`src/rtl/rv32i_pkg.sv`:
```
// Shared encodings for the multicycle RV32I core: FSM states, opcodes,
// ALU operations, immediate formats and datapath mux selects.
package rv32i_pkg;

    typedef enum logic [3:0] {
        S_FETCH    = 4'd0,
        S_DECODE   = 4'd1,
        S_MEMADR   = 4'd2,
        S_MEMREAD  = 4'd3,
        S_MEMWB    = 4'd4,
        S_MEMWRITE = 4'd5,
        S_EXEC_R   = 4'd6,
        S_EXEC_I   = 4'd7,
        S_LUI      = 4'd8,
        S_ALUWB    = 4'd9,
        S_BRANCH   = 4'd10,
        S_JAL      = 4'd11,
        S_TRAP     = 4'd12
    } state_e;

    localparam logic [6:0] OP_LOAD   = 7'b0000011;
    localparam logic [6:0] OP_STORE  = 7'b0100011;
    localparam logic [6:0] OP_R      = 7'b0110011;
    localparam logic [6:0] OP_I      = 7'b0010011;
    localparam logic [6:0] OP_LUI    = 7'b0110111;
    localparam logic [6:0] OP_BRANCH = 7'b1100011;
    localparam logic [6:0] OP_JAL    = 7'b1101111;

    typedef enum logic [3:0] {
        ALU_ADD  = 4'd0,
        ALU_SUB  = 4'd1,
        ALU_AND  = 4'd2,
        ALU_OR   = 4'd3,
        ALU_XOR  = 4'd4,
        ALU_SLT  = 4'd5,
        ALU_SLL  = 4'd6,
        ALU_SRL  = 4'd7,
        ALU_SRA  = 4'd8,
        ALU_SLTU = 4'd9
    } alu_ctrl_e;

    typedef enum logic [2:0] {
        IMM_I = 3'd0,
        IMM_S = 3'd1,
        IMM_B = 3'd2,
        IMM_U = 3'd3,
        IMM_J = 3'd4
    } imm_sel_e;

    typedef enum logic [1:0] {
        SRCA_PC    = 2'd0,
        SRCA_OLDPC = 2'd1,
        SRCA_RS1   = 2'd2,
        SRCA_ZERO  = 2'd3
    } src_a_e;

    typedef enum logic [1:0] {
        SRCB_RS2  = 2'd0,
        SRCB_IMM  = 2'd1,
        SRCB_FOUR = 2'd2
    } src_b_e;

    typedef enum logic [1:0] {
        RES_ALUOUT    = 2'd0,
        RES_MEMDATA   = 2'd1,
        RES_ALURESULT = 2'd2
    } result_src_e;

    // Operation class handed to the ALU decoder by the controlling FSM.
    typedef enum logic [1:0] {
        ALUOP_ADD = 2'd0,
        ALUOP_SUB = 2'd1,
        ALUOP_R   = 2'd2,
        ALUOP_I   = 2'd3
    } alu_op_e;

endpackage

```
`src/rtl/alu_decoder.sv`:
```
// Maps an operation class plus funct3/funct7[5] to an ALU control code.
// Kept standalone so a pipelined core can reuse it in its decode stage.
module alu_decoder
    import rv32i_pkg::*;
(
    input  alu_op_e    alu_op_i,
    input  logic [2:0] funct3_i,
    input  logic       funct7b5_i,
    output alu_ctrl_e  alu_control_o
);

    // funct7[5] only means SUB for register-register ops; immediates use it solely for SRAI.
    always_comb begin
        alu_control_o = ALU_ADD;
        case (alu_op_i)
            ALUOP_ADD: alu_control_o = ALU_ADD;
            ALUOP_SUB: alu_control_o = ALU_SUB;
            default: begin
                case (funct3_i)
                    3'b000:  alu_control_o = (alu_op_i == ALUOP_R && funct7b5_i) ? ALU_SUB : ALU_ADD;
                    3'b001:  alu_control_o = ALU_SLL;
                    3'b010:  alu_control_o = ALU_SLT;
                    3'b011:  alu_control_o = ALU_SLTU;
                    3'b100:  alu_control_o = ALU_XOR;
                    3'b101:  alu_control_o = funct7b5_i ? ALU_SRA : ALU_SRL;
                    3'b110:  alu_control_o = ALU_OR;
                    3'b111:  alu_control_o = ALU_AND;
                    default: alu_control_o = ALU_ADD;
                endcase
            end
        endcase
    end

endmodule

```
`src/rtl/multicycle_controller.sv`:
```
// Multicycle RV32I control FSM: sequences the shared datapath and the unified
// memory port, trapping on unsupported opcodes or branch conditions.
module multicycle_controller
    import rv32i_pkg::*;
#(
    parameter bit RESET_STATE_DBG = 1'b1
)
(
    input  logic        clk,
    input  logic        rst,
    input  logic [31:0] instr,
    input  logic        zero,
    input  logic        mem_ready,
    output logic        mem_req,
    output logic        mem_write,
    output logic        adr_src,
    output logic        ir_write,
    output logic        pc_write,
    output logic        reg_write,
    output logic [1:0]  alu_src_a,
    output logic [1:0]  alu_src_b,
    output logic [1:0]  result_src,
    output logic [3:0]  alu_control,
    output logic [2:0]  imm_sel,
    output logic        illegal,
    output logic [3:0]  state
);

    state_e     state_q, state_d;
    logic       illegal_q, illegal_d;
    alu_op_e    alu_op;
    alu_ctrl_e  alu_ctrl;
    logic [6:0] opcode;
    logic [2:0] funct3;
    logic       funct7b5;
    logic       unused_instr_bits;

    assign opcode            = instr[6:0];
    assign funct3            = instr[14:12];
    assign funct7b5          = instr[30];
    assign unused_instr_bits = ^{instr[31], instr[29:15], instr[11:7]};

    always_ff @(posedge clk) begin
        if (!rst) begin
            state_q   <= S_FETCH;
            illegal_q <= 1'b0;
        end else begin
            state_q   <= state_d;
            illegal_q <= illegal_d;
        end
    end

    // Outputs are forced to their idle values while rst is low so that no
    // pending write or memory request escapes during the reset cycle.
    always_comb begin
        state_d    = state_q;
        mem_req    = 1'b0;
        mem_write  = 1'b0;
        adr_src    = 1'b0;
        ir_write   = 1'b0;
        pc_write   = 1'b0;
        reg_write  = 1'b0;
        alu_src_a  = SRCA_PC;
        alu_src_b  = SRCB_RS2;
        result_src = RES_ALUOUT;
        alu_op     = ALUOP_ADD;
        imm_sel    = IMM_I;
        if (rst) begin
            case (state_q)
                S_FETCH: begin
                    mem_req    = 1'b1;
                    alu_src_b  = SRCB_FOUR;
                    result_src = RES_ALURESULT;
                    if (mem_ready) begin
                        ir_write = 1'b1;
                        pc_write = 1'b1;
                        state_d  = S_DECODE;
                    end
                end
                S_DECODE: begin
                    alu_src_a = SRCA_OLDPC;
                    alu_src_b = SRCB_IMM;
                    imm_sel   = (opcode == OP_BRANCH) ? IMM_B : IMM_J;
                    case (opcode)
                        OP_LOAD, OP_STORE: state_d = S_MEMADR;
                        OP_R:              state_d = S_EXEC_R;
                        OP_I:              state_d = S_EXEC_I;
                        OP_LUI:            state_d = S_LUI;
                        OP_BRANCH:         state_d = S_BRANCH;
                        OP_JAL:            state_d = S_JAL;
                        default:           state_d = S_TRAP;
                    endcase
                end
                S_MEMADR: begin
                    alu_src_a = SRCA_RS1;
                    alu_src_b = SRCB_IMM;
                    imm_sel   = (opcode == OP_STORE) ? IMM_S : IMM_I;
                    state_d   = (opcode == OP_STORE) ? S_MEMWRITE : S_MEMREAD;
                end
                S_MEMREAD: begin
                    mem_req = 1'b1;
                    adr_src = 1'b1;
                    if (mem_ready) state_d = S_MEMWB;
                end
                S_MEMWB: begin
                    result_src = RES_MEMDATA;
                    reg_write  = 1'b1;
                    state_d    = S_FETCH;
                end
                S_MEMWRITE: begin
                    mem_req   = 1'b1;
                    mem_write = 1'b1;
                    adr_src   = 1'b1;
                    if (mem_ready) state_d = S_FETCH;
                end
                S_EXEC_R: begin
                    alu_src_a = SRCA_RS1;
                    alu_op    = ALUOP_R;
                    state_d   = S_ALUWB;
                end
                S_EXEC_I: begin
                    alu_src_a = SRCA_RS1;
                    alu_src_b = SRCB_IMM;
                    alu_op    = ALUOP_I;
                    state_d   = S_ALUWB;
                end
                S_LUI: begin
                    alu_src_a = SRCA_ZERO;
                    alu_src_b = SRCB_IMM;
                    imm_sel   = IMM_U;
                    state_d   = S_ALUWB;
                end
                S_ALUWB: begin
                    reg_write = 1'b1;
                    state_d   = S_FETCH;
                end
                S_BRANCH: begin
                    alu_src_a = SRCA_RS1;
                    alu_op    = ALUOP_SUB;
                    state_d   = S_FETCH;
                    case (funct3)
                        3'b000:  pc_write = zero;
                        3'b001:  pc_write = ~zero;
                        default: state_d  = S_TRAP;
                    endcase
                end
                // Target was computed in DECODE; this cycle forms PC+4 for the link.
                S_JAL: begin
                    pc_write  = 1'b1;
                    alu_src_a = SRCA_OLDPC;
                    alu_src_b = SRCB_FOUR;
                    state_d   = S_ALUWB;
                end
                S_TRAP:  state_d = S_TRAP;
                default: state_d = S_FETCH;
            endcase
        end
        illegal_d = illegal_q | (state_d == S_TRAP);
    end

    alu_decoder u_alu_decoder (
        .alu_op_i      (alu_op),
        .funct3_i      (funct3),
        .funct7b5_i    (funct7b5),
        .alu_control_o (alu_ctrl)
    );

    assign alu_control = alu_ctrl;
    assign illegal     = illegal_q;
    assign state       = RESET_STATE_DBG ? state_q : 4'd0;

endmodule
```
`config.mk`:
```
export PLATFORM = sky130hd
export DESIGN_NAME = multicycle_controller
export DESIGN_NICKNAME = d
export VERILOG_FILES = /design/src/rtl/rv32i_pkg.sv /design/src/rtl/alu_decoder.sv /design/src/rtl/multicycle_controller.sv
export SDC_FILE = /design/constraint.sdc
export NUM_CORES = 1
export LEC_CHECK = 0
export CAP_MARGIN = 20
export CELL_PAD_IN_SITES_DETAIL_PLACEMENT = 1
export CELL_PAD_IN_SITES_GLOBAL_PLACEMENT = 1
export CORE_ASPECT_RATIO = 0.8
export CORE_MARGIN = 3
export CORE_UTILIZATION = 23
export CTS_CLUSTER_DIAMETER = 60
export DETAILED_ROUTE_END_ITERATION = 7
export GPL_ROUTABILITY_DRIVEN = 0
export MAX_ROUTING_LAYER = met4
export PLACE_DENSITY = 0.88
export SLEW_MARGIN = 10
export SYNTH_ARGS = -nofsm -noshare
export SYNTH_HDL_FRONTEND = slang
export SYNTH_SLANG_ARGS = --single-unit
```
`constraint.sdc`:
```
create_clock -name clk -period 1.8 [get_ports clk]
set_input_delay 0.18 -clock clk [delete_from_list [all_inputs] [get_ports clk]]
set_output_delay 0.18 -clock clk [all_outputs]
set_load 0.03 [all_outputs]
```
# After elaboration in Yosys (flattened, before gate mapping)
# Index checks and enable logic that the tools add are counted.
dict set report classes {
  n_eq_ne 29
  mux 38
  bitwise 2
  reduce_logical 14
}
# operator count
set op_table {}
lappend op_table {{4-bit one-hot mux with 8 select lines} 2}
lappend op_table {{4-bit == test, second input constant} 6}
lappend op_table {{4-bit 2-to-1 mux} 6}
lappend op_table {{4-bit one-hot mux with 6 select lines} 1}
lappend op_table {{7-bit by 6-bit == test with 1-bit output, second input constant} 3}
lappend op_table {{4-bit by 3-bit == test with 1-bit output, second input constant} 4}
lappend op_table {{7-bit == test, second input constant} 2}
lappend op_table {{1-bit 2-to-1 mux} 14}
lappend op_table {{3-bit == test, second input constant} 4}
lappend op_table {{2-bit one-hot mux with 3 select lines} 2}
lappend op_table {{2-bit OR reduction} 6}
lappend op_table {{4-bit OR reduction} 3}
lappend op_table {{3-bit 2-to-1 mux} 3}
lappend op_table {{3-bit one-hot mux with 3 select lines} 1}
lappend op_table {{4-bit by 2-bit == test with 1-bit output, second input constant} 2}
lappend op_table {{2-bit 2-to-1 mux} 4}
lappend op_table {{2-bit one-hot mux with 2 select lines} 2}
lappend op_table {{4-bit one-hot mux with 2 select lines} 1}
lappend op_table {{7-bit by 2-bit == test with 1-bit output, second input constant} 1}
lappend op_table {{7-bit by 5-bit == test with 1-bit output, second input constant} 1}
lappend op_table {{3-bit by 2-bit == test with 1-bit output, second input constant} 2}
lappend op_table {{4-bit by 1-bit == test with 1-bit output, second input constant} 1}
lappend op_table {{4-bit zero test} 1}
lappend op_table {{3-bit by 1-bit == test with 1-bit output, second input constant} 1}
lappend op_table {{other kinds (10)} 10}
dict set report totals {
  reg_bits 5
  inputBits 36
  word_cells 85
}

# Depth between registers and ports, before layout
# Gate-level depths: netlist of the first run.
dict set report logic_depth {
  word_depth 8
  ltp_mapped 6
}

# Hierarchy
# A second synthesis of the first run with hierarchy kept.
dict set report hier_totals {
  hier_cells 134
  hier_area_um2 917.1
}
# module n_inst cells_per_inst area_each_um2 seq_area_each_um2
set modules_own_cells {}
lappend modules_own_cells {multicycle_controller 1 117 813.3 100.1}
lappend modules_own_cells {alu_decoder 1 17 103.8 0.0}

# Worst setup path before layout of the first run
# Ideal clock, no wire load.
dict set report synth_path {
  path_type {reg-to-output}
  from {register state_q[0], in the netlist state[0]}
  to {output ir_write}
  t_arrival_ns 2.003
  setup_slack_ns -0.383
  stages_incl_launch_ff 6
  path_cell_list {dfxtp_1 buf_4 nor2_1 nand2_1 nor3_1 and2_1}
}
dict set report synth_via {
  elab_chain_len 3
}
# item line_no
set synth_lines {}
lappend synth_lines {{from (decl)} multicycle_controller.sv:29} ;# state_e state_q, state_d;
lappend synth_lines {{from (signal assigned)} multicycle_controller.sv:48} ;# state_q <= state_d;
lappend synth_lines {{4-bit zero test} multicycle_controller.sv:69} ;# case (state_q)
lappend synth_lines {{1-bit 2-to-1 mux} multicycle_controller.sv:69}
lappend synth_lines {{1-bit 2-to-1 mux} multicycle_controller.sv:68} ;# if (rst) begin
lappend synth_lines {{to (decl)} multicycle_controller.sv:17} ;# output logic ir_write,
# No other way between the ends.

# Worst setup path after layout of the first run
dict set report layout_path {
  from {register state_q[3], in the netlist state[3]}
  to {output imm_sel[1]}
}
dict set report layout_via {
  elab_chain_len 3
  elab_cells_between_ends 5
  cone_classes {eq/ne (3); mux (2)}
}
# item line_no
set layout_lines {}
lappend layout_lines {{4-bit == test (tied with other cells)} multicycle_controller.sv:69}
lappend layout_lines {{3-bit one-hot mux with 3 select lines (*)} multicycle_controller.sv:69}
lappend layout_lines {{3-bit 2-to-1 mux (*)} multicycle_controller.sv:68}
lappend layout_lines {{to (decl)} multicycle_controller.sv:24} ;# output logic [2:0] imm_sel,
# Mark *: on every way between the ends. The rest lies on a longest branch, timed or not.

==> impl_metrics.csv, run 1 <==
group,metric,value,unit
status,outcome,"completed",
layout,area_growth,79.9,%
logic_synthesis,synth-edff-count,0,
clock_tree,clock_tree.buffer_depth,2,
die,initial_utilization,24.8,%
clock_tree,tritoncts,"done",
sta,rsz0062_at_grt,"yes",
placement,port_buffers,38,
routing,wire_per_inst,15.2,µm
pwr,p_leak,0.740,nW
sta,finalSetupTns,0,ns
logic_synthesis,yosysTopAreaCellShare,11.3,%
die,die_x,75.3,µm
layout,fin_nets,235,
clock_tree,cts.hold.buffers_added,0,
run,cap_violations,0,
routing,ant_nets,0,
logic_synthesis,synth_top_area_cell,"dfxtp_1",
logic_synthesis,synth.area.top_cells,"dfxtp_1 (11%), nor2_1 (7.6%), a21oi_1 (6.8%), nand2_1 (4.7%), o21ai_0 (4.5%)",
sta,final.setup_skew,0.00205,ns
routing,drc_errors,0,
global_routing,grt-ovfl-total,0,
sta,fmax,574,MHz
clock_tree,cts_buffers,3,
layout,final_cell_mix,"buf_4 (51), nor2_1 (17), a21oi_1 (12)",
clock_tree,path_clk_slew,0.04,ns
critical_path,startpoint_type,"flip-flop",
routing,first_pass_iters,4,
sta,period_needed,1.74,ns
logic_synthesis,synth.distinct_cells,48,
global_routing,antenna_found_initial,0,
pwr,power,1.19,mW
sta,post-route-period-util,96.7,%
critical_path,crit_path_end_kind,"output pin",
pwr,p_per_area,746,nW/µm²
placement,dpl.hpwl,2.89,mm
layout,ff_latch_area,106,µm²
sta,setup_viol_count_final,0,
routing,vias,1261,
routing,viasPerCell,5.25,
sta,worst_slew_pin_slew,0.409,ns
sta,drv_slew,0,
die,pin_count,60,
clock_tree,clockRootBuffer,"clkbuf_8",
routing,routed_wl,3.65,mm
layout,final_common_cell,"buf_4",
die,fp-row-count,19,
layout,final_cells,240,
critical_path,cp_data_required_time,1.62,ns
layout,drive_gt1_share,37.9,%
global_routing,grt_pass1_wl,5.98,mm
clock_tree,numClockSinks,5,
critical_path,criticalPathCategory,"reg -> out",
logic_synthesis,postSynthCellCount,135,
logic_synthesis,async_flop_share,0,%
clock_tree,htreeDepth,1,
layout,fill_cells,456,
global_routing,grt_use_total,17.5,%
critical_path,crit_arrival,1.56,ns
logic_synthesis,ys_seq_elements,5,
layout,multiInputGateArea,796,µm²
logic_synthesis,syn_area,883,µm²
die,core_area,3570,µm²
global_routing,grt_max_degree,12,
routing,drt_iter0_drc,37,
die,die-height,61.4,µm
logic_synthesis,synth_warnings,0,
logic_synthesis,avgSynthCellArea,6.54,µm²
global_routing,grt_pass1_vias,1269,
critical_path,path_max_fanout,6,
worst_hold_path,hold_path_class,"reg -> reg",
logic_synthesis,synth_fp_nets,171,
die,die_area,4620,µm²
sta,max-slew-margin-rel,72.4,%
pwr,ir_worst_vdd,0.000634,V
layout,antenna_cells,0,
logic_synthesis,ys.flop_type,"dfxtp_1",
clock_tree,clk_latency,0.22,ns
sta,finalHoldViolations,0,
logic_synthesis,yosysSeqAreaShare,11.3,%
placement,dp.cells,234,
## power by group
part	internal, mW	switching (mW)	leakage (nW)	total, mW
sequential	0.133	0.0287	0.0423	0.161
clock	0.152	0.0598	0.0228	0.212
combinational	0.350	0.463	0.675	0.813
## what timing repair did
action                     in CTS  in global routing
gates resized for setup         7                 12
setup endpoints to repair       4                  6
cloned                          0                  0
pin swaps                       3                  5
buffers inserted                0                  2
## cell usage after synthesis (4+ instances only)
| library cell | count |
|---|---|
| a21oi_1 | 12 |
| nor3_1 | 5 |
| inv_1 | 4 |
| o21ai_0 | 8 |
| nand2_1 | 11 |
| nand3_1 | 6 |
| nand2b_1 | 6 |
| nor2b_1 | 5 |
| nor3b_1 | 4 |
| dfxtp_1 | 5 |
| buf_2 | 5 |
| nor2_1 | 18 |
## cell type report
class	count	share of cell area (%)
Inverter	4	0.945
Multi-Input combinational cell	116	50.1
Clock buffer	4	2.83
Timing Repair Buffer	69	36.1
Sequential cell	5	6.69
Tap cell	42	3.31
## path summary, 6_finish.rpt
path	start	endpoint	slack (ns)	cells after the start
worst min register to register	illegal	illegal	0.48	2
worst max-delay path	state[3]	imm_sel[1]	0.06	4
worst max register to register	state[3]	illegal	0.29	5
worst min-delay path	illegal	illegal	0.48	2
## stage by stage
step / instance area, µm² / utilization (%) / worst slack [ns] / hold slack, ns
2_1_floorplan: 930 / - / -0.216 / 0.382
4_1_cts: 1540 / 43.1 / 0.00622 / 0.496
6_report: 1590 / 44.6 / 0.0587 / 0.484
3_5_place_dp: 1480 / 41.5 / -0.0669 / 0.488
3_3_place_gp: 1480 / 41.5 / -0.0523 / 0.483
5_1_grt: 1590 / 44.6 / -0.0157 / 0.534
## state kept, by name (all words and copies together), names as in the netlist
signal,count
state,4
illegal,1
## per-layer routing
metal	vias to the layer above	track usage, %	wire, µm
met3	4	2.45	170
li1	625	-	-
met2	31	27.7	1650
met1	601	23.4	1800
met4	0	4.49	37
met5	-	-	0
## cell families (layout without fill, tap and decap cells)
group | Yosys count | after routing | synth area share (%)
compound gates | 41 | 41 | 31.4
simple gates | 73 | 73 | 47.7
flops | 5 | 5 | 11.3
buf+inv | 14 | 77 | 7.51
xor+xnor | 2 | 2 | 1.98
## critical path: stages, from the launching register on
cell,delay [ns]
dfxtp_2,0.34
and2b_2,0.23
nand4_1,0.15
a2111oi_4,0.39
buf_4,0.21
(Power assumes the default switching activity.)
==> run 2: changes to the inputs <==
SLEW_MARGIN = default   (was 10)
==> results of run 2 <==
Final layout, timing and power as in run 1 (identical DEF).
==> run 3: changes to the inputs <==
CORE_MARGIN = 5   (was 3)
==> run 3 against run 2 <==
  * Cell area grew 0.71%
  * Clock skew grew 0.0013 ns
  * Clock-buffer cell count shrank 1
  * Via count shrank 1.2%
  * Register-to-register slack lost 0.02 ns
  * Clock power grew 3%
  * Global-route usage shrank 1.7 points
  * Maximum frequency shrank 3.1%
==> impl_metrics.csv, run 3 (synthesized netlist as in run 1, its figures left out) <==
group,metric,value,unit
die,core_area,3750,µm²
run,cap_violations,0,
global_routing,grt_pass1_wl,6.29,mm
clock_tree,htreeDepth,1,
routing,drt_iter0_drc,68,
placement,pre_cts_slack,-0.158,ns
pwr,power_frac_seq,14.8,%
clock_tree,numClockSinks,5,
die,pin_count,60,
die,die-height,65.4,µm
sta,post-route-period-util,99.9,%
sta,setup_viol_count_final,0,
sta,max-slew-margin-rel,75.0,%
layout,largest_reg_flops,4,
pwr,p_int,633,µW
status,outcome,"completed",
layout,fin_nets,234,
pwr,p_leak,0.723,nW
critical_path,cp_data_required_time,1.62,ns
sta,period_needed,1.80,ns
sta,fmax,556,MHz
critical_path,crit_path_end_kind,"output pin",
sta,drv_slew,0,
pwr,switchingPower,564,µW
clock_tree,clk_latency,0.23,ns
sta,postLayoutSetupSlackWorst,0.00250,ns
die,die_x,79.3,µm
routing,viasPerCell,5.17,
pwr,combPwrFrac,66.9,%
pwr,power,1.20,mW
routing,ant_nets,0,
pwr,swShare,47.1,%
pwr,ir_worst_vdd,0.000514,V
global_routing,grt_max_degree,12,
routing,first_pass_iters,4,
layout,final_common_cell,"buf_4",
global_routing,antenna_found_initial,0,
routing,wire_per_inst,16.3,µm
critical_path,crit_arrival,1.62,ns
routing,drc_errors,0,
critical_path,path_max_fanout,9,
die,die_area,5190,µm²
layout,final_cell_mix,"buf_4 (49), nor2_1 (18), a21oi_1 (12)",
clock_tree,tritoncts,"done",
pwr,p_per_area,748,nW/µm²
sta,rsz0062_at_grt,"yes",
critical_path,criticalPathCategory,"reg -> out",
worst_hold_path,hold_path_class,"reg -> reg",
clock_tree,path_clk_slew,0.04,ns
layout,area_growth,81.2,%
layout,design_area,1600,µm²
global_routing,grt_use_total,15.8,%
pwr,p_clk_share,18.3,%
clock_tree,clock_tree.buffer_depth,2,
layout,antenna_cells,0,
routing,routed_wl,3.93,mm
sta,finalHoldViolations,0,
sta,final.setup_skew,0.00338,ns
global_routing,grt_pass1_vias,1307,
die,initial_utilization,23.5,%
sta,whs,0.502,ns
clock_tree,clockRootBuffer,"clkbuf_8",
sta,worst_slew_pin_slew,0.373,ns
global_routing,grt-ovfl-total,0,
placement,dpl.hpwl,3.04,mm
critical_path,startpoint_type,"flip-flop",
clock_tree,cts_buffers,3,
clock_tree,cts.hold.buffers_added,0,
die,fp-row-count,20,
placement,postPlaceCellArea,1480,µm²
placement,port_buffers,38,
routing,vias,1246,
layout,drive_gt1_share,39.6,%
-- run 3: what timing repair did --
item                                    4_1_cts  5_1_grt
pin swaps                                     4        0
endpoints found under the setup margin       11        8
gates resized for setup                      12       12
buffers inserted                              0        1
-- run 3: through the flow --
stage	utilization, %	cells	setup TNS [ns]
floorplan	-	135	-0.288
global placement	39.5	236	-0.136
detailed placement	39.5	236	-0.408
CTS	41.2	240	-0.0239
global route	42.6	241	-0.278
finish	42.6	241	0
-- run 3: critical path, stage by stage, from the launching register on --
cell and delay, ns:
dfxtp_4 0.37, buf_4 0.18, nand2b_2 0.25, a2111oi_4 0.37, buf_4 0.21
-- run 3: final timing paths --
check,start,endpoint,slack (ns),cells past startpoint
min,illegal,illegal,0.50,2
max reg2reg,state[0],illegal,0.27,5
min reg2reg,illegal,illegal,0.50,2
max,state[0],imm_sel[1],0.003,4
-- run 3: power groups by stage --
stage | registers (mW) | logic [mW] | clock network (mW)
after floorplan | 0.175 | 0.451 | 0
after global placement | 0.164 | 0.749 | 0
after detailed placement | 0.169 | 0.765 | 0
after CTS | 0.172 | 0.776 | 0.226
after global routing | 0.183 | 0.863 | 0.234
final | 0.177 | 0.801 | 0.218
-- run 3: layout make-up --
cell class	count	area, µm²
timing repair buffer	68	564
clock buffer	3	41.3
clock inverter	1	5.00
tap	44	55.1
inverter	4	15.0
sequential	5	113
fill	470	2150
multi-input combinational	116	807
-- run 3: per-layer routing --
layer	up-vias	share of wire (%)	global-route usage, %
met1	596	48	19.9
met3	6	3.5	2.60
met4	0	2.1	6.44
met5	-	0	-
met2	24	46	25.4
li1	620	-	-
